File: src/rtl/iserdes_bitslip_ctrl.sv
// Word-alignment trainer for one ISERDESE2 lane (1:8 DDR) in the divclk domain.
// Issues spaced BITSLIP pulses until q holds the training pattern, then reports locked or fail.
`timescale 1ns/1ps

module iserdes_bitslip_ctrl #(
  parameter int              DW            = 8,
  parameter logic [DW-1:0]   TRAIN_PATTERN = 8'hFA,
  parameter int              SETTLE_CYCLES = 3,
  parameter int              MATCH_COUNT   = 16,
  parameter int              MAX_SLIPS     = 8
) (
  input  logic                             divclk,
  input  logic                             reset,
  input  logic                             start,
  input  logic [DW-1:0]                    q,
  output logic                             bitslip,
  output logic                             busy,
  output logic                             locked,
  output logic                             fail,
  output logic [$clog2(MAX_SLIPS+1)-1:0]   slip_count
);

  localparam int SCW = $clog2(MAX_SLIPS + 1);
  localparam int MCW = $clog2(MATCH_COUNT + 1);
  localparam int STW = $clog2(SETTLE_CYCLES + 1);

  localparam logic [STW-1:0] SETTLE_LOAD = STW'(SETTLE_CYCLES);
  localparam logic [STW-1:0] SETTLE_ONE  = STW'(1);
  localparam logic [MCW-1:0] MATCH_LAST  = MCW'(MATCH_COUNT - 1);
  localparam logic [MCW-1:0] MATCH_ONE   = MCW'(1);
  localparam logic [SCW-1:0] SLIP_MAX    = SCW'(MAX_SLIPS);
  localparam logic [SCW-1:0] SLIP_ONE    = SCW'(1);

  typedef enum logic [2:0] {
    S_IDLE,
    S_SETTLE,
    S_CHECK,
    S_SLIP,
    S_LOCKED,
    S_FAIL
  } state_t;

  state_t           state, state_n;
  logic [STW-1:0]   settle_cnt, settle_n;
  logic [MCW-1:0]   match_cnt, match_n;
  logic [SCW-1:0]   slip_cnt, slip_n;

  // slip_cnt advances on entry to SLIP so it rises together with the bitslip pulse
  always_comb begin
    state_n  = state;
    settle_n = settle_cnt;
    match_n  = match_cnt;
    slip_n   = slip_cnt;
    case (state)
      S_IDLE, S_LOCKED, S_FAIL: begin
        if (start) begin
          state_n  = S_SETTLE;
          settle_n = SETTLE_LOAD;
          match_n  = '0;
          slip_n   = '0;
        end
      end
      S_SETTLE: begin
        if (settle_cnt <= SETTLE_ONE) begin
          state_n  = S_CHECK;
          settle_n = '0;
          match_n  = '0;
        end else begin
          settle_n = settle_cnt - SETTLE_ONE;
        end
      end
      S_CHECK: begin
        if (q == TRAIN_PATTERN) begin
          match_n = match_cnt + MATCH_ONE;
          if (match_cnt >= MATCH_LAST) state_n = S_LOCKED;
        end else if (slip_cnt < SLIP_MAX) begin
          state_n = S_SLIP;
          match_n = '0;
          slip_n  = slip_cnt + SLIP_ONE;
        end else begin
          state_n = S_FAIL;
        end
      end
      S_SLIP: begin
        state_n  = S_SETTLE;
        settle_n = SETTLE_LOAD;
      end
      default: state_n = S_IDLE;
    endcase
  end

  // Outputs are flopped from the next-state decode so they align with the state register
  always_ff @(posedge divclk) begin
    if (reset) begin
      state      <= S_IDLE;
      settle_cnt <= '0;
      match_cnt  <= '0;
      slip_cnt   <= '0;
      bitslip    <= 1'b0;
      busy       <= 1'b0;
      locked     <= 1'b0;
      fail       <= 1'b0;
    end else begin
      state      <= state_n;
      settle_cnt <= settle_n;
      match_cnt  <= match_n;
      slip_cnt   <= slip_n;
      bitslip    <= (state_n == S_SLIP);
      busy       <= (state_n == S_SETTLE) || (state_n == S_CHECK) || (state_n == S_SLIP);
      locked     <= (state_n == S_LOCKED);
      fail       <= (state_n == S_FAIL);
    end
  end

  assign slip_count = slip_cnt;

endmodule

File: config.mk
export PLATFORM = sky130hd
export DESIGN_NAME = iserdes_bitslip_ctrl
export DESIGN_NICKNAME = d
export VERILOG_FILES = /design/src/rtl/iserdes_bitslip_ctrl.sv
export SDC_FILE = /design/constraint.sdc
export NUM_CORES = 1
export LEC_CHECK = 0
export ABC_AREA = 1
export BUFFER_PORTS_ARGS = -buffer_cell sky130_fd_sc_hd__buf_2
export CAP_MARGIN = 20
export CORE_AREA = 3 3 61 63
export CTS_BUF_LIST = sky130_fd_sc_hd__clkbuf_16
export DETAILED_ROUTE_END_ITERATION = 8
export DIE_AREA = 0 0 64 66
export PLACE_DENSITY = 0.59
export RECOVER_POWER = 25
export SYNTH_ARGS = -nofsm -noshare
export SYNTH_HDL_FRONTEND = slang
export SYNTH_SLANG_ARGS = --single-unit
File: constraint.sdc
create_clock -name divclk -period 1.7 [get_ports divclk]
set_clock_uncertainty 0.1 [all_clocks]
set_input_delay 0.34 -clock divclk [delete_from_list [all_inputs] [get_ports divclk]]
set_output_delay 0.34 -clock divclk [all_outputs]
set_load 0.005 [all_outputs]
# --- After elaboration in Yosys (flattened, before gate mapping) ---
# Cells that the tools add are included.
totals:
  register_bits: 18
  input_bits: 11
  out_inout_bits: 8
  elab_cells: 58
op_classes:
  add_sub_neg: 3
  n_lt_le_gt_ge: 3
  eq_ne: 16
  n_mux: 18
  reduce_logical: 10
ops:
  columns: ["op", "count"]
  rows:
  - ["$mux W5", 4]
  - ["$mux W3", 5]
  - ["$pmux W5 S3", 1]
  - ["$eq A3 B2 Y1 const B", 4]
  - ["$eq A3 B3 Y1 const B", 4]
  - ["$mux W4", 3]
  - ["$pmux W3 S4", 1]
  - ["$eq A8 B8 Y1 const B", 1]
  - ["$ne A2 B2 Y1 const B", 4]
  - ["$pmux W4 S2", 1]
  - ["$reduce_and A4 Y1", 2]
  - ["$eq A3 B1 Y1 const B", 2]
  - ["$pmux W2 S3", 1]
  - ["$reduce_bool A3 Y1", 2]
  - ["$add A5 B1 Y5 const B", 1]
  - ["$ge A5 B4 Y1 const B", 1]
  - ["$add A4 B1 Y4 const B", 1]
  - ["$lt A4 B4 Y1 const B", 1]
  - ["$mux W2", 2]
  - ["$logic_not A3 Y1", 1]
  - ["$ne A3 B3 Y1 const B", 1]
  - ["$reduce_or A3 Y1", 1]
  - ["$le A2 B1 Y1 const B", 1]
  - ["$logic_or A1 B1 Y1", 2]
  - ["3 further kinds", 3]

# --- Depth between registers and ports, before layout ---
# Gate-level depths: netlist (run 1).
depth:
  ltp_word: 7
  depth_mapped: 12
  depth_no_buf: 12

# --- Least setup slack after synthesis (run 1) ---
# OpenSTA, ideal clock, no wires.
synth_timing:
  path_kind: "reg2reg"
  start: "register match_cnt[0]"
  end: "register locked"
  setup_ns: 0.114
  arrival_ns: 1.327
  t_required_ns: 1.486
  slack_ns: 0.160
  stages_incl_launch_ff: 13
  path_buffers: 0
  synth_period_minus_slack_ns: 1.540
  path_cell_list: "dfxtp_1 > ha_1 > nand2_1 > nor2_1 > ha_1 > nor2_1 > nand3_1 > nand2_1 > nand2_1 > nand2_1 > inv_1 > nand2_1 > nor2_1"
synth_via:
  elab_chain_len: 5
synth_rtl:
  columns: ["item", "line", "rtl"]
  rows:
  - ["from (decl)", "45", "logic [MCW-1:0] match_cnt, match_n;"]
  - ["from (signal assigned)", "106", "match_cnt <= match_n;"]
  - ["$ge A5 B4 Y1", "75", "if (match_cnt >= MATCH_LAST) state_n = S_LOCKED;"]
  - ["$mux W3", "75", null]
  - ["$mux W3", "73", "if (q == TRAIN_PATTERN) begin"]
  - ["$pmux W3 S4", "54", "case (state)"]
  - ["$eq A3 B3 Y1", "110", "locked <= (state_n == S_LOCKED);"]
  - ["to (signal assigned)", "110", null]
  - ["to (decl)", "18", "output logic locked,"]
# No other way between the ends.
# A chain may end at the register's enable or synchronous reset.

# --- Worst setup path in the final report (run 1) ---
layout_timing:
  start: "register match_cnt[1]"
  end: "register locked"
# The elaborated chain is that of the path after synthesis.

==> results.cfg, run 1 <==
[timing]
setup_tns_ns = 0
final_hold_viol_count = 0
setup_ws_ns = 0.122
fmax_mhz = 634
period_minus_slack_ns = 1.58
slew_headroom = 0.739
finalSetupViolCount = 0
finalCritPeriodShare = 0.928
slew_violations = 0
tightest_slew_ns = 0.387

[setup_path]
reg2reg_to = locked
cp-startpoint = match_cnt[1]
worst_path_dominant_cell_family = simple AND/OR/NAND/NOR gates
endpoint_kind = flip-flop
reg2reg_setup_slack_ns = 0.12
crit_chain = ha_4, nand2_2, nor2_2, ha_2, nor2_4, nand3_1, nand2_1, nand3_1, nand2_1, nor2_1
ff2ff_path_depth = 10
path_class = flip-flop to flip-flop
worstSetupEndpoint = locked
critPathMaxStageDelay_ns = 0.36
crit_buf_inv = 0
reg2reg_from = match_cnt[1]
crit_slowest_cell = dfxtp_4
critPathMaxFanout = 4
critical_path_cell_count = 10
cp-start-kind = flip-flop
crit_required_ns = 1.75
crit_arrival_ns = 1.62

[synth]
synth_area_um2 = 970
synth_nets = 152
syn_avg_cell_area_um2 = 7.03
ys_types = 22
yosysWarnings = 0
yosysTopAreaCell = dfxtp_1
post-synth-top-area-fraction = 0.372
syn_inst = 138
ys_ff_latch = 18
seq_area_frac_synth = 0.372
yosys-top-cells-area = dfxtp_1 37%, nand2_1 14%, inv_1 6.6%

[power_and_ir_drop]
p_leak_nw = 0.600
power_density_nw_per_um2 = 1030
ir_drop_mv = 0.524

[cells_and_area]
syn_to_final_growth_pct = 29.0
layout.filler_cells = 354
fin_nets = 175
fin_cells = 206
final_core_util = 0.381
diodes = 0
layout-drive-gt1-share = 0.281

[clock_network]
clk_latency_ns = 0.25
cts_tree = built
root_buffer = clkbuf_16
cts_sinks = 18
clockBufferDepth = 2
clkSlewWorstSetupHoldPaths_ns = 0.05
htree_num_levels = 1
numCtsBuffers = 3

[die]
core_um2 = 3280
rows = 21
start_util = 0.295
io_pins = 19
die_w_um = 64
dieArea_um2 = 4220
die_h_um = 66

[worst_hold_path]
hold_path.class = input port to flip-flop

[route]
wl_per_cell_um = 10.3
drcViolationCount = 0
postRouteAntennaNets = 0
vias = 902
drt-total-wl_um = 2110
dr.pass1.iters = 4
vias_per_cell = 4.38
drt-initial-drc-count = 13

[run]
maxCapViolations = 0

[placed_design]
dp_hpwl_um = 1550
pre_cts_ws_ns = 0.0334
numPortBuffers = 18
gp_congestion = 0.760
placedCellCount = 201

[grt]
grt_pass1_wl_um = 3800
grt_max_degree = 12
grt_pass1_vias = 856
antenna_found_initial = 0
grtUsageTotal = 0.117
grt_overflow = 0

[status]
status = completed
area by class of cell:
cell class                 count  area (um2)  share of cell area
clock buffer                   3        75.1              0.0600
multi-input combinational    100         583               0.466
sequential                    18         368               0.294
clock inverter                 1        3.75             0.00300
tap                           46        57.6              0.0460
inverter                      19        71.3              0.0570
timing repair buffer          19        92.6              0.0740
cells by family after synthesis:
group | share of synthesized area
DFF | 0.372
xor gates and xnor gates | 0.00903
buffers and inverters | 0.0774
AOI/OAI and AO/OA | 0.114
and+or+nand+nor | 0.390
adders and majority gates | 0.0387
report_power, final:
part	leakage (nW)	internal (mW)	switching (mW)	total (mW)
clock network	0.0385	0.313	0.167	0.480
registers	0.148	0.460	0.0385	0.499
logic	0.413	0.125	0.191	0.316
how the worst min path moves through the flow:
stage                             start       endpoint  slack, ns  cells after the start
after floorplan           settle_cnt[0]  settle_cnt[0]       0.34                      2
after global placement    settle_cnt[0]  settle_cnt[0]       0.35                      2
after detailed placement  settle_cnt[0]  settle_cnt[0]       0.35                      2
after CTS                         reset  slip_count[1]       0.31                      2
after global routing              reset       state[1]       0.33                      2
final                             reset  slip_count[1]       0.31                      2
synthesized netlist by cell type, drive strengths merged:
| library cell | count |
|---|---|
| nand2 | 41 |
| ha | 3 |
| nand4 | 5 |
| inv | 19 |
| nand3 | 8 |
| xnor2 | 1 |
| and3 | 1 |
| clkbuf | 1 |
| nand3b | 1 |
| o21ai | 8 |
| dfxtp | 18 |
| o211ai | 1 |
| a21oi | 11 |
| nor2 | 18 |
| or2 | 2 |
timing repair:
item,CTS,global route
resized for setup,0,17
hold buffers,0,0
buffers inserted,0,1
endpoints found under the setup margin,0,7
registers in the layout (all words and copies together) (netlist names):
register,cells
bitslip,1
busy,1
fail,1
locked,1
match_cnt,5
settle_cnt,2
slip_count,4
state,3
through the flow:
step | total power [mW] | area (um2) | hold WS [ns]
finish | 1.29 | 1250 | 0.309
global route | 1.38 | 1250 | 0.326
CTS | 1.29 | 1190 | 0.312
detailed placement | 0.812 | 1110 | 0.354
global placement | 0.812 | 1110 | 0.350
floorplan | 0.733 | 970 | 0.339
placed cells by master (no fill, tap or decap), types with 2 or more instances in the layout:
| cell type | count |
|---|---|
| buf_2 | 14 |
| nand2_1 | 33 |
| o21ai_0 | 6 |
| clkbuf_16 | 3 |
| nor2_4 | 2 |
| a21oi_1 | 10 |
| dfxtp_4 | 2 |
| inv_1 | 16 |
| o21ai_2 | 2 |
| inv_2 | 3 |
| nand4_1 | 5 |
| nand3_2 | 2 |
| dfxtp_1 | 16 |
| clkbuf_1 | 4 |
| nor2_1 | 14 |
| nand3_1 | 6 |
| nand2_2 | 7 |
| or2_2 | 2 |
routing by layer:
layer | share of wire | global-route usage
met1 | 0.47 | 0.143
met2 | 0.47 | 0.182
met3 | 0.032 | 0.0306
met4 | 0.029 | 0.0728
met5 | 0 | 0
Note: power is estimated with default switching activity, not from simulation.
==> run 2, diff against run 1 <==
- PLACE_DENSITY: 0.59 -> 0.57
- REMOVE_ABC_BUFFERS: unset -> 1
- clock period: 1.7 -> 1.85 ns (I/O delays scaled with it)
==> results.cfg, run 2 (synthesis gave the netlist of run 1 again) <==
[status]
status = completed

[route]
drcViolationCount = 0
vias = 903
drt-initial-drc-count = 20
drt-total-wl_um = 1980
dr.pass1.iters = 4
postRouteAntennaNets = 0
wl_per_cell_um = 9.64
vias_per_cell = 4.40

[placed_design]
place_area_um2 = 1110
dp_hpwl_um = 1570
gp_congestion = 0.863
pre_cts_ws_ns = 0.180
numPortBuffers = 18

[worst_hold_path]
min_from = reset
whs_path_depth = 2
hold_path.class = input port to flip-flop
min_to = state[1]

[clock_network]
htree_num_levels = 1
cts_sinks = 18
numCtsBuffers = 3
clk_latency_ns = 0.25
cts_tree = built
cts_hold_buf = 0
clockBufferDepth = 2
root_buffer = clkbuf_16
clkSlewWorstSetupHoldPaths_ns = 0.05

[timing]
fmax_mhz = 615
setup_tns_ns = 0
slew_headroom = 0.786
finalCritPeriodShare = 0.879
slew_violations = 0
tightest_slew_ns = 0.317
finalSetupViolCount = 0
setup_ws_ns = 0.225
rsz0062_at_grt = no
whs_ns = 0.350
period_minus_slack_ns = 1.63
final_hold_viol_count = 0

[cells_and_area]
syn_to_final_growth_pct = 23.1
diodes = 0
final_common_cell = nand2_1
fin_nets = 174
fin_area_um2 = 1190
regMostFlops = match_cnt
layout.filler_cells = 335
final_cell_mix = 36 x nand2_1, 18 x dfxtp_1, 17 x inv_1
largest_reg_flops = 5
layout-drive-gt1-share = 0.214

[power_and_ir_drop]
power_density_nw_per_um2 = 980
ir_drop_mv = 0.379
p_total_mw = 1.17
p_leak_nw = 0.591

[die]
start_util = 0.295
rows = 21
dieArea_um2 = 4220
die_h_um = 66
io_pins = 19
core_um2 = 3280
die_w_um = 64

[grt]
grt_pass1_vias = 815
grt_max_degree = 12
grt_pass1_wl_um = 3460
grtUsageTotal = 0.103
antenna_found_initial = 0
grt_overflow = 0

[setup_path]
critPathMaxStageDelay_ns = 0.34
reg2reg_from = match_cnt[0]
crit_arrival_ns = 1.67
crit_buf_inv = 1
reg2reg_setup_slack_ns = 0.22
critPathMaxFanout = 5
crit_slowest_cell = dfxtp_1
worst_path_dominant_cell_family = simple AND/OR/NAND/NOR gates
crit_required_ns = 1.89
cp-startpoint = match_cnt[0]
cp-start-kind = flip-flop
ff2ff_path_depth = 12
reg2reg_to = locked
path_class = flip-flop to flip-flop
crit_top_cell = nand2_1
crit_chain = ha_1, nand2_1, nor2_1, ha_1, nor2_2, nand3_1, nand2_1, nand2_1, nand2_1, inv_1, nand2_1, nor2_1
endpoint_kind = flip-flop

[run]
maxCapViolations = 0
run 2: cell count changes in the layout (fill, tap and decap cells not counted), moves of 2 or more:
cell     before  now
ha_1          1    3
nand2_2       7    4
dfxtp_1      16   18
nand2_1      33   36
dfxtp_4       2    0
run 2: what timing repair did:
action	4_1_cts	5_1_grt
buffers inserted	0	0
endpoints found under the setup margin	0	2
gates resized for setup	0	2
hold endpoints to repair	0	0
run 2: metrics by stage:
stage               utilization  std cells
floorplan                     -        137
global placement          0.339        201
detailed placement        0.339        201
CTS                       0.363        205
global route              0.363        205
finish                    0.363        205
run 2: final cells by class:
| type | instances | area [um2] | area share |
|---|---|---|---|
| Clock buffer | 3 | 75.1 | 0.0629 |
| Sequential cell | 18 | 360 | 0.302 |
| Tap cell | 46 | 57.6 | 0.0482 |
| Timing Repair Buffer | 18 | 85.1 | 0.0713 |
| Clock inverter | 1 | 3.75 | 0.00314 |
| Multi-Input combinational cell | 100 | 541 | 0.453 |
| Inverter | 19 | 71.3 | 0.0597 |
run 2: power breakdown:
group	switching [mW]	internal, mW
Sequential	0.0336	0.426
Clock	0.145	0.287
Combinational	0.171	0.108
Total	0.349	0.821
run 2: metal layers:
layer	vias up	track usage	part of all wire
met1	401	0.123	0.47
met3	2	0.0391	0.051
met4	0	0.0216	0.0071
met2	14	0.173	0.47
met5	-	0	0
li1	486	-	-
run 2: how the worst max path moves through the flow:
stage	endpoint	slack, ns	cells past startpoint
2_1_floorplan	locked	0.31	12
3_3_place_gp	locked	0.22	12
3_5_place_dp	locked	0.18	10
4_1_cts	locked	0.17	10
5_1_grt	bitslip	0.01	11
6_report	locked	0.22	12
